<file path="src/rtl/frame_reader_pkg.sv">
// Shared frame-buffer constants and types for the frame reader and draw_sprite.
package frame_reader_pkg;

    localparam int unsigned FB_ADDR_W = 17;
    localparam int unsigned PIXEL_W   = 24;
    localparam int unsigned FB_H_PIX  = 320;
    localparam int unsigned FB_V_PIX  = 240;
    localparam int unsigned FIFO_W    = PIXEL_W + 2;

    typedef enum logic [1:0] {
        StIdle,
        StRead,
        StDrain
    } rd_state_e;

    typedef struct packed {
        logic               sof;
        logic               eol;
        logic [PIXEL_W-1:0] data;
    } fifo_entry_t;

endpackage

</file>
<file path="src/rtl/pixel_fifo.sv">
// Synchronous show-ahead FIFO with occupancy count; the head entry is visible
// on rdata_o whenever the FIFO is not empty.
module pixel_fifo
    import frame_reader_pkg::*;
#(
    parameter int unsigned Width = FIFO_W,
    parameter int unsigned Depth = 8,
    localparam int unsigned PtrW = $clog2(Depth),
    localparam int unsigned CntW = PtrW + 1
) (
    input  logic            clk_i,
    input  logic            rst_ni,
    input  logic            push_i,
    input  logic [Width-1:0] wdata_i,
    input  logic            pop_i,
    output logic [Width-1:0] rdata_o,
    output logic            empty_o,
    output logic [CntW-1:0] count_o
);

    logic [Width-1:0] mem_q [Depth];
    logic [PtrW-1:0]  wr_ptr_q, rd_ptr_q;
    logic [CntW-1:0]  count_q;
    logic             do_push, do_pop;

    assign do_pop  = pop_i && (count_q != '0);
    assign do_push = push_i && ((count_q != CntW'(Depth)) || do_pop);

    always_ff @(posedge clk_i) begin
        if (!rst_ni) begin
            wr_ptr_q <= '0;
            rd_ptr_q <= '0;
            count_q  <= '0;
        end else begin
            if (do_push) wr_ptr_q <= wr_ptr_q + 1'b1;
            if (do_pop)  rd_ptr_q <= rd_ptr_q + 1'b1;
            case ({do_push, do_pop})
                2'b10:   count_q <= count_q + 1'b1;
                2'b01:   count_q <= count_q - 1'b1;
                default: count_q <= count_q;
            endcase
        end
    end

    // Storage is not reset; the count alone decides what is valid.
    always_ff @(posedge clk_i) begin
        if (do_push) mem_q[wr_ptr_q] <= wdata_i;
    end

    assign rdata_o = mem_q[rd_ptr_q];
    assign empty_o = (count_q == '0);
    assign count_o = count_q;

endmodule

</file>
<file path="src/rtl/frame_reader.sv">
// Scans a frame buffer in raster order and streams tagged pixels through a
// small FIFO; reads are throttled so the FIFO can never overflow.
module frame_reader
    import frame_reader_pkg::*;
#(
    parameter int unsigned H_PIX      = FB_H_PIX,
    parameter int unsigned V_PIX      = FB_V_PIX,
    parameter int unsigned FIFO_DEPTH = 8
) (
    input  logic                 clk,
    input  logic                 rst_n,
    input  logic                 start,
    output logic                 rdy,
    output logic                 frame_rd_en,
    output logic [FB_ADDR_W-1:0] frame_addr,
    input  logic [PIXEL_W-1:0]   frame_data,
    output logic                 pix_valid,
    output logic [PIXEL_W-1:0]   pix_data,
    output logic                 pix_sof,
    output logic                 pix_eol,
    input  logic                 pix_rd
);

    localparam int unsigned ColW  = (H_PIX > 1) ? $clog2(H_PIX) : 1;
    localparam int unsigned LineW = (V_PIX > 1) ? $clog2(V_PIX) : 1;
    localparam int unsigned CntW  = $clog2(FIFO_DEPTH) + 1;
    localparam int unsigned OccW  = CntW + 1;
    localparam logic [FB_ADDR_W-1:0] LastAddr = FB_ADDR_W'(H_PIX * V_PIX - 1);
    localparam logic [ColW-1:0]      LastCol  = ColW'(H_PIX - 1);

    rd_state_e            state_q;
    logic                 rdy_q;
    logic [FB_ADDR_W-1:0] addr_q;
    logic [ColW-1:0]      col_q;
    logic [LineW-1:0]     line_q;
    logic                 inflight_q, sof_q, eol_q;
    logic [CntW-1:0]      fifo_count;
    logic                 fifo_empty;
    fifo_entry_t          head;
    logic [OccW-1:0]      occupancy;

    // A read already on its way to the FIFO counts against free space.
    assign occupancy   = {1'b0, fifo_count} + OccW'(inflight_q);
    assign frame_rd_en = (state_q == StRead) && (occupancy < OccW'(FIFO_DEPTH));

    always_ff @(posedge clk) begin
        if (!rst_n) begin
            state_q    <= StIdle;
            rdy_q      <= 1'b1;
            addr_q     <= '0;
            col_q      <= '0;
            line_q     <= '0;
            inflight_q <= 1'b0;
            sof_q      <= 1'b0;
            eol_q      <= 1'b0;
        end else begin
            inflight_q <= frame_rd_en;
            if (frame_rd_en) begin
                sof_q <= (addr_q == '0);
                eol_q <= (col_q == LastCol);
                // Address parks on the last pixel rather than running past the frame.
                if (addr_q != LastAddr) addr_q <= addr_q + 1'b1;
                if (col_q == LastCol) begin
                    col_q  <= '0;
                    line_q <= line_q + 1'b1;
                end else begin
                    col_q <= col_q + 1'b1;
                end
            end

            unique case (state_q)
                StIdle: begin
                    if (start) begin
                        state_q <= StRead;
                        rdy_q   <= 1'b0;
                        addr_q  <= '0;
                        col_q   <= '0;
                        line_q  <= '0;
                    end
                end
                StRead: begin
                    if (frame_rd_en && (addr_q == LastAddr)) state_q <= StDrain;
                end
                StDrain: begin
                    if (fifo_empty && !inflight_q) begin
                        state_q <= StIdle;
                        rdy_q   <= 1'b1;
                    end
                end
                default: begin
                    state_q <= StIdle;
                    rdy_q   <= 1'b1;
                end
            endcase
        end
    end

    pixel_fifo #(
        .Width(FIFO_W),
        .Depth(FIFO_DEPTH)
    ) u_pixel_fifo (
        .clk_i  (clk),
        .rst_ni (rst_n),
        .push_i (inflight_q),
        .wdata_i({sof_q, eol_q, frame_data}),
        .pop_i  (pix_rd),
        .rdata_o(head),
        .empty_o(fifo_empty),
        .count_o(fifo_count)
    );

    assign rdy       = rdy_q;
    assign frame_addr = addr_q;
    assign pix_valid = !fifo_empty;
    assign pix_data  = pix_valid ? head.data : '0;
    assign pix_sof   = pix_valid && head.sof;
    assign pix_eol   = pix_valid && head.eol;

endmodule

</file>
<file path="config.mk">
export PLATFORM = sky130hd
export DESIGN_NAME = frame_reader
export DESIGN_NICKNAME = d
export VERILOG_FILES = /design/src/rtl/frame_reader_pkg.sv /design/src/rtl/pixel_fifo.sv /design/src/rtl/frame_reader.sv
export SDC_FILE = /design/constraint.sdc
export NUM_CORES = 1
export LEC_CHECK = 0
export CORE_AREA = 4 4 208 210
export CTS_CLUSTER_DIAMETER = 80
export DETAILED_ROUTE_END_ITERATION = 8
export DIE_AREA = 0 0 212 214
export GPL_ROUTABILITY_DRIVEN = 1
export PLACE_DENSITY = 0.5
export SETUP_SLACK_MARGIN = 0.15
export SYNTH_ARGS = -nofsm -noshare
export SYNTH_HDL_FRONTEND = slang
export SYNTH_SLANG_ARGS = --single-unit
export TNS_END_PERCENT = 1
</file>
<file path="constraint.sdc">
create_clock -name clk -period 7.01 [get_ports clk]
set_input_delay 1.402 -clock clk [delete_from_list [all_inputs] [get_ports clk]]
set_output_delay 1.402 -clock clk [all_outputs]
set_load 0.1 [all_outputs]
</file>
; ---- Yosys cells after proc, flatten, opt, wreduce, memory -nomap -nowiden
; Memories as Yosys holds them, arrays and structs flattened. A register that Yosys moved wholly into a read port is not among the register bits.
; Index checks and enable logic that the tools add are counted.
[word_totals]
memories = 1
mem_bits_rw = 208
wordCells = 69
input_bits = 28
output_inout_bits = 46
reg_bits = 42
[classes]
n_mux = 21
n_reduce_logical = 17
eq_ne = 11
bitwise = 1
n_addsub = 7
n_lt_le_gt_ge = 1
[mem_list]
columns = memory, depth, word_bits, rd, rd_ports_with_merged_regs, wr, line_no
row1 = u_pixel_fifo.mem_q, 8, 26, 1, 1, 1, pixel_fifo.sv:21  ; logic [Width-1:0] mem_q [Depth];
[ops]
columns = operator, count
row1 = two-way mux 17 bit, 4
row2 = two-way mux 9 bit, 4
row3 = two-way mux 24 bit, 1
row4 = adder 17 x 1 -> 17 bit (second input constant), 1
row5 = equality test 17 bit (second input constant), 1
row6 = logical NOT 17 bit, 1
row7 = != test 17 bit (second input constant), 1
row8 = adder 9 x 1 -> 9 bit (second input constant), 1
row9 = equality test 9 bit (second input constant), 1
row10 = one-hot mux 4 bit (2 select lines), 1
row11 = logical AND 1 bit, 7
row12 = adder 3 x 1 -> 3 bit (second input constant), 2
row13 = two-way mux 2 bit, 3
row14 = two-way mux 3 bit, 2
row15 = one-hot mux 2 bit (3 select lines), 1
row16 = AND reduction 3 bit, 2
row17 = adder 4 x 1 -> 5 bit, 1
row18 = < comparator 5 x 4 -> 1 bit (second input constant), 1
row19 = adder 4 x 1 -> 4 bit (second input constant), 1
row20 = equality test 2 x 1 -> 1 bit (second input constant), 2
row21 = equality test 2 bit (second input constant), 2
row22 = logical NOT 4 bit, 1
row23 = two-way mux 1 bit, 4
row24 = != test 2 bit (second input constant), 2
row25 = other kinds (10), 11

; ---- Longest topological paths before layout
[logic_depth]
word_depth = 6
ltp_mapped = 12
depth_no_buf = 10

; ---- Hierarchy
; Synthesis repeated with hierarchy kept, for this count alone.
[unflattened]
hier_cells = 608
hier_area_um2 = 10358.7
[by_module_without_submodules]
columns = module, seq_area_each_um2, area_each_um2, cells_each, n_inst
row1 = pixel_fifo, 6506.2, 8480.6, 374, 1
row2 = frame_reader, 640.6, 1878.1, 234, 1

; ---- Least setup slack after synthesis
; No wires, ideal clock.
[synth_path]
path_type = input -> register
start = in pix_rd
end = mem u_pixel_fifo.mem_q[0][0] (netlist name), enable pin
stages = 4
required_time_ps = 6568
slack_ps = 2783
setup_ps = 442
path_buffers = 0
arrival_ps = 3786
path_cell_list = or2b_1 -> o21ai_1 -> or2_2 -> nor3_1
[synth_between]
elab_chain_cells = 5
[synth_rtl]
columns = item, line_no
row1 = "start, declared", frame_reader.sv:21  ; input logic pix_rd
row2 = logical AND 1 bit, pixel_fifo.sv:26  ; assign do_pop = pop_i && (count_q != '0);
row3 = logical OR 1 bit, pixel_fifo.sv:27  ; assign do_push = push_i && ((count_q != CntW'(Depth)) || do_pop);
row4 = logical AND 1 bit, pixel_fifo.sv:27
row5 = two-way mux 1 bit, pixel_fifo.sv:47  ; if (do_push) mem_q[wr_ptr_q] <= wdata_i;
row6 = two-way mux 1 bit (implied by the code), pixel_fifo.sv:47
row7 = "end, declared", pixel_fifo.sv:21
; Every way passes these cells.

==> results.toml <==
[yosys]
yosysSeqAreaShare_pct = 70.0
yosys.area_share.simple_pct = 8.29
synth_top_area_share_pct = 61.2
yosysTopAreaCell = "edfxtp_1"
synth_edf_count = 208
yosys.cell_types.count = 51
yosysWarnings = 0
avgSynthCellArea_um2 = 17.1
postSynth.asyncResetShare_pct = 0
synth_fa_ha_area_share_pct = 0.981
synth_top_family_by_area = "multiplexers"
synthMuxAreaShare_pct = 15.0
synthFlopType = "edfxtp_1"
synth_xor_area_share_pct = 1.03
synth_compound_area_share_pct = 3.11
netlist_instances = 598
synth_fp_nets = 634
synth_seq_cells = 253
syn-cell-area_um2 = 10200
ys_top_cells_by_area = "edfxtp_1 61%, mux4_2 11%, dfxtp_1 8.8%, mux2i_1 3.5%, nor2_1 1.9%"

[worst_setup_path]
crit_chain = "buf_4 > mux4_2 > mux2i_1 > nor2_1 > clkdlybuf4s50_1"
crit_family = "buffers and inverters"
cp-start-kind = "flop"
crit_slowest_cell = "clkdlybuf4s50_1"
crit_buf_inv = 2
critPathCaptureType = "output port"
required_ns = 5.61
cpPeakStageDelay_ns = 0.99
crit_type = "flop to output port"
path_max_fanout = 33
worstPathArrival_ns = 3.68

[placed_design]
hpwlAfterDp_um = 13100
numPortBuffers = 73
dpl_worst_slack_ns = 2.38
dp.cells = 1196
gp_congestion = 0.684

[detailed_routing]
drt.antenna.violating_nets = 0
drcViolationCount = 0
routedWlPerCell_um = 17.7
dr.pass1.iters = 6
totalWireLength_um = 22100
vias_per_cell = 4.32
vias = 5397
drt_iter0_markers = 257

[cells_and_area]
final_common_cell = "edfxtp_1"
fillers = 4051
fin_nets = 724
mostFrequentLayoutCells = "208 x edfxtp_1, 73 x clkdlybuf4s50_1, 52 x mux4_2, 46 x nor2_1, 42 x dfxtp_1"
layout-drive-gt1-share_pct = 18.3
stdcell_count = 1250
antenna_cells = 0
syn2layout_area_growth_pct = 23.2

[floorplan]
io_pins = 74
die_h_um = 214
die_area_um2 = 45400
start_util_pct = 24.6
rows = 75
core-area_um2 = 41600
fp.dieW_um = 212

[power_and_ir_drop]
intPower_mw = 3.00
p_per_area_nw_per_um2 = 368
peakVddDrop_v = 0.000161
swShare_pct = 35.2
clkPwrFrac_pct = 32.3
seqPwrFrac_pct = 38.1
switchingPower_mw = 1.63
leakagePower_nw = 3.85
power_frac_comb_pct = 29.6

[clock_network]
cts_tree = "yes"
hold_buffers = 0
cts.path.max_buffers = 3
clock-sinks = 253
htreeDepth = 1
clkTransAtPathRegs_ns = 0.06
cts-root-buf = "clkbuf_16"
insertion_delay_ns = 0.54
cts_buffers = 29
cts_setup_buffers = 0
cts-resized-gates = 0

[sta]
period_share_pct = 72.5
clock_skew_ns = 0.0189
setup_ws_ns = 1.93
finalCriticalPeriod_ns = 5.08
fin_tns_setup_ns = 0
slew_violations = 0
hold_viol = 0
setup_viol = 0
fmax_mhz = 197
tightest_slew_ns = 1.04
rsz0062_at_grt = "false"
relSlewSlack_pct = 30.5

[grt]
grt_pass1_vias = 5523
antenna_found_initial = 0
grt_pass1_wl_um = 33500
grt_max_degree = 53
grt_use_total_pct = 9.42
grt.overflow.total = 0

[min_path]
hp-class = "flop to flop"

[run]
maxCapViolations = 0

[status]
status = "complete, no violations"
==> worst paths after layout <==
check / from / to / slack [ns] / cells past startpoint
setup / recovery: flop / pix_data[23] / 1.93 / 5
hold / removal: col_q[1] / col_q[1] / 0.47 / 2
setup reg to reg: u_pixel_fifo.count_o[3] / u_pixel_fifo.count_o[2] / 3.70 / 11
hold reg to reg: col_q[1] / col_q[1] / 0.47 / 2
==> layout make-up <==
type / count / area, µm² / area share (%)
sequential: 253 / 7160 / 56.9
tap: 539 / 674 / 5.36
clock buffer: 33 / 741 / 5.89
clock inverter: 21 / 215 / 1.71
inverter: 11 / 41.3 / 0.328
multi-input combinational: 308 / 2930 / 23.3
timing repair buffer: 85 / 821 / 6.53
==> Yosys cell counts (all sizes together) (10+ instances only) <==
library cell,count
a21oi,18
mux4,52
mux2i,36
nand2,33
edfxtp,208
inv,11
or4,10
dfxtp,45
nor2,52
buf,12
xor2,10
clkbuf,14
==> cells by family after synthesis <==
logic type / Yosys count
xor+xnor: 12
compound gates: 50
fa+ha+maj: 8
simple gates: 150
flops: 253
buf+inv: 37
mux: 88
==> per-layer routing <==
layer / part of all wire [%] / wire length (µm) / global-route usage (%)
met3: 4.6 / 1020 / 1.99
met5: 0 / 0 / 0
met1: 45 / 9890 / 12.5
met2: 49 / 10800 / 15.9
met4: 1.6 / 354 / 2.05
==> power groups by stage <==
stage | Combinational [mW] | Clock [mW] | Sequential [mW]
6_report | 1.37 | 1.49 | 1.76
5_1_grt | 1.44 | 1.60 | 1.78
4_1_cts | 1.39 | 1.54 | 1.77
3_5_place_dp | 1.39 | 0 | 1.80
3_3_place_gp | 1.39 | 0 | 1.80
2_1_floorplan | 1.12 | 0 | 1.72
==> worst min-delay path, cell delays in order (launching register included) <==
cell and delay [ns]:
dfxtp_1 0.32, nand2_1 0.05, a21oi_1 0.05
==> flip-flops by register name, summed over array words and instances (netlist names), named ones only <==
register / count
eol_q: 1
col_q: 9
state_q: 2
inflight_q: 1
u_pixel_fifo.count_o: 4
u_pixel_fifo.rd_ptr_q: 3
sof_q: 1
rdy: 1
frame_addr: 17
u_pixel_fifo.wr_ptr_q: 3
u_pixel_fifo.mem_q: 208
==> through the flow <==
stage | area, µm² | hold slack (ns) | total power [mW] | util [%]
after floorplan | 10200 | 0.448 | 2.84 | -
after global placement | 11600 | 0.458 | 3.19 | 27.9
after detailed placement | 11600 | 0.469 | 3.19 | 27.9
after CTS | 12600 | 0.477 | 4.70 | 30.2
after global routing | 12600 | 0.507 | 4.82 | 30.2
final | 12600 | 0.470 | 4.62 | 30.2
Note: power is estimated with default switching activity, not from simulation.
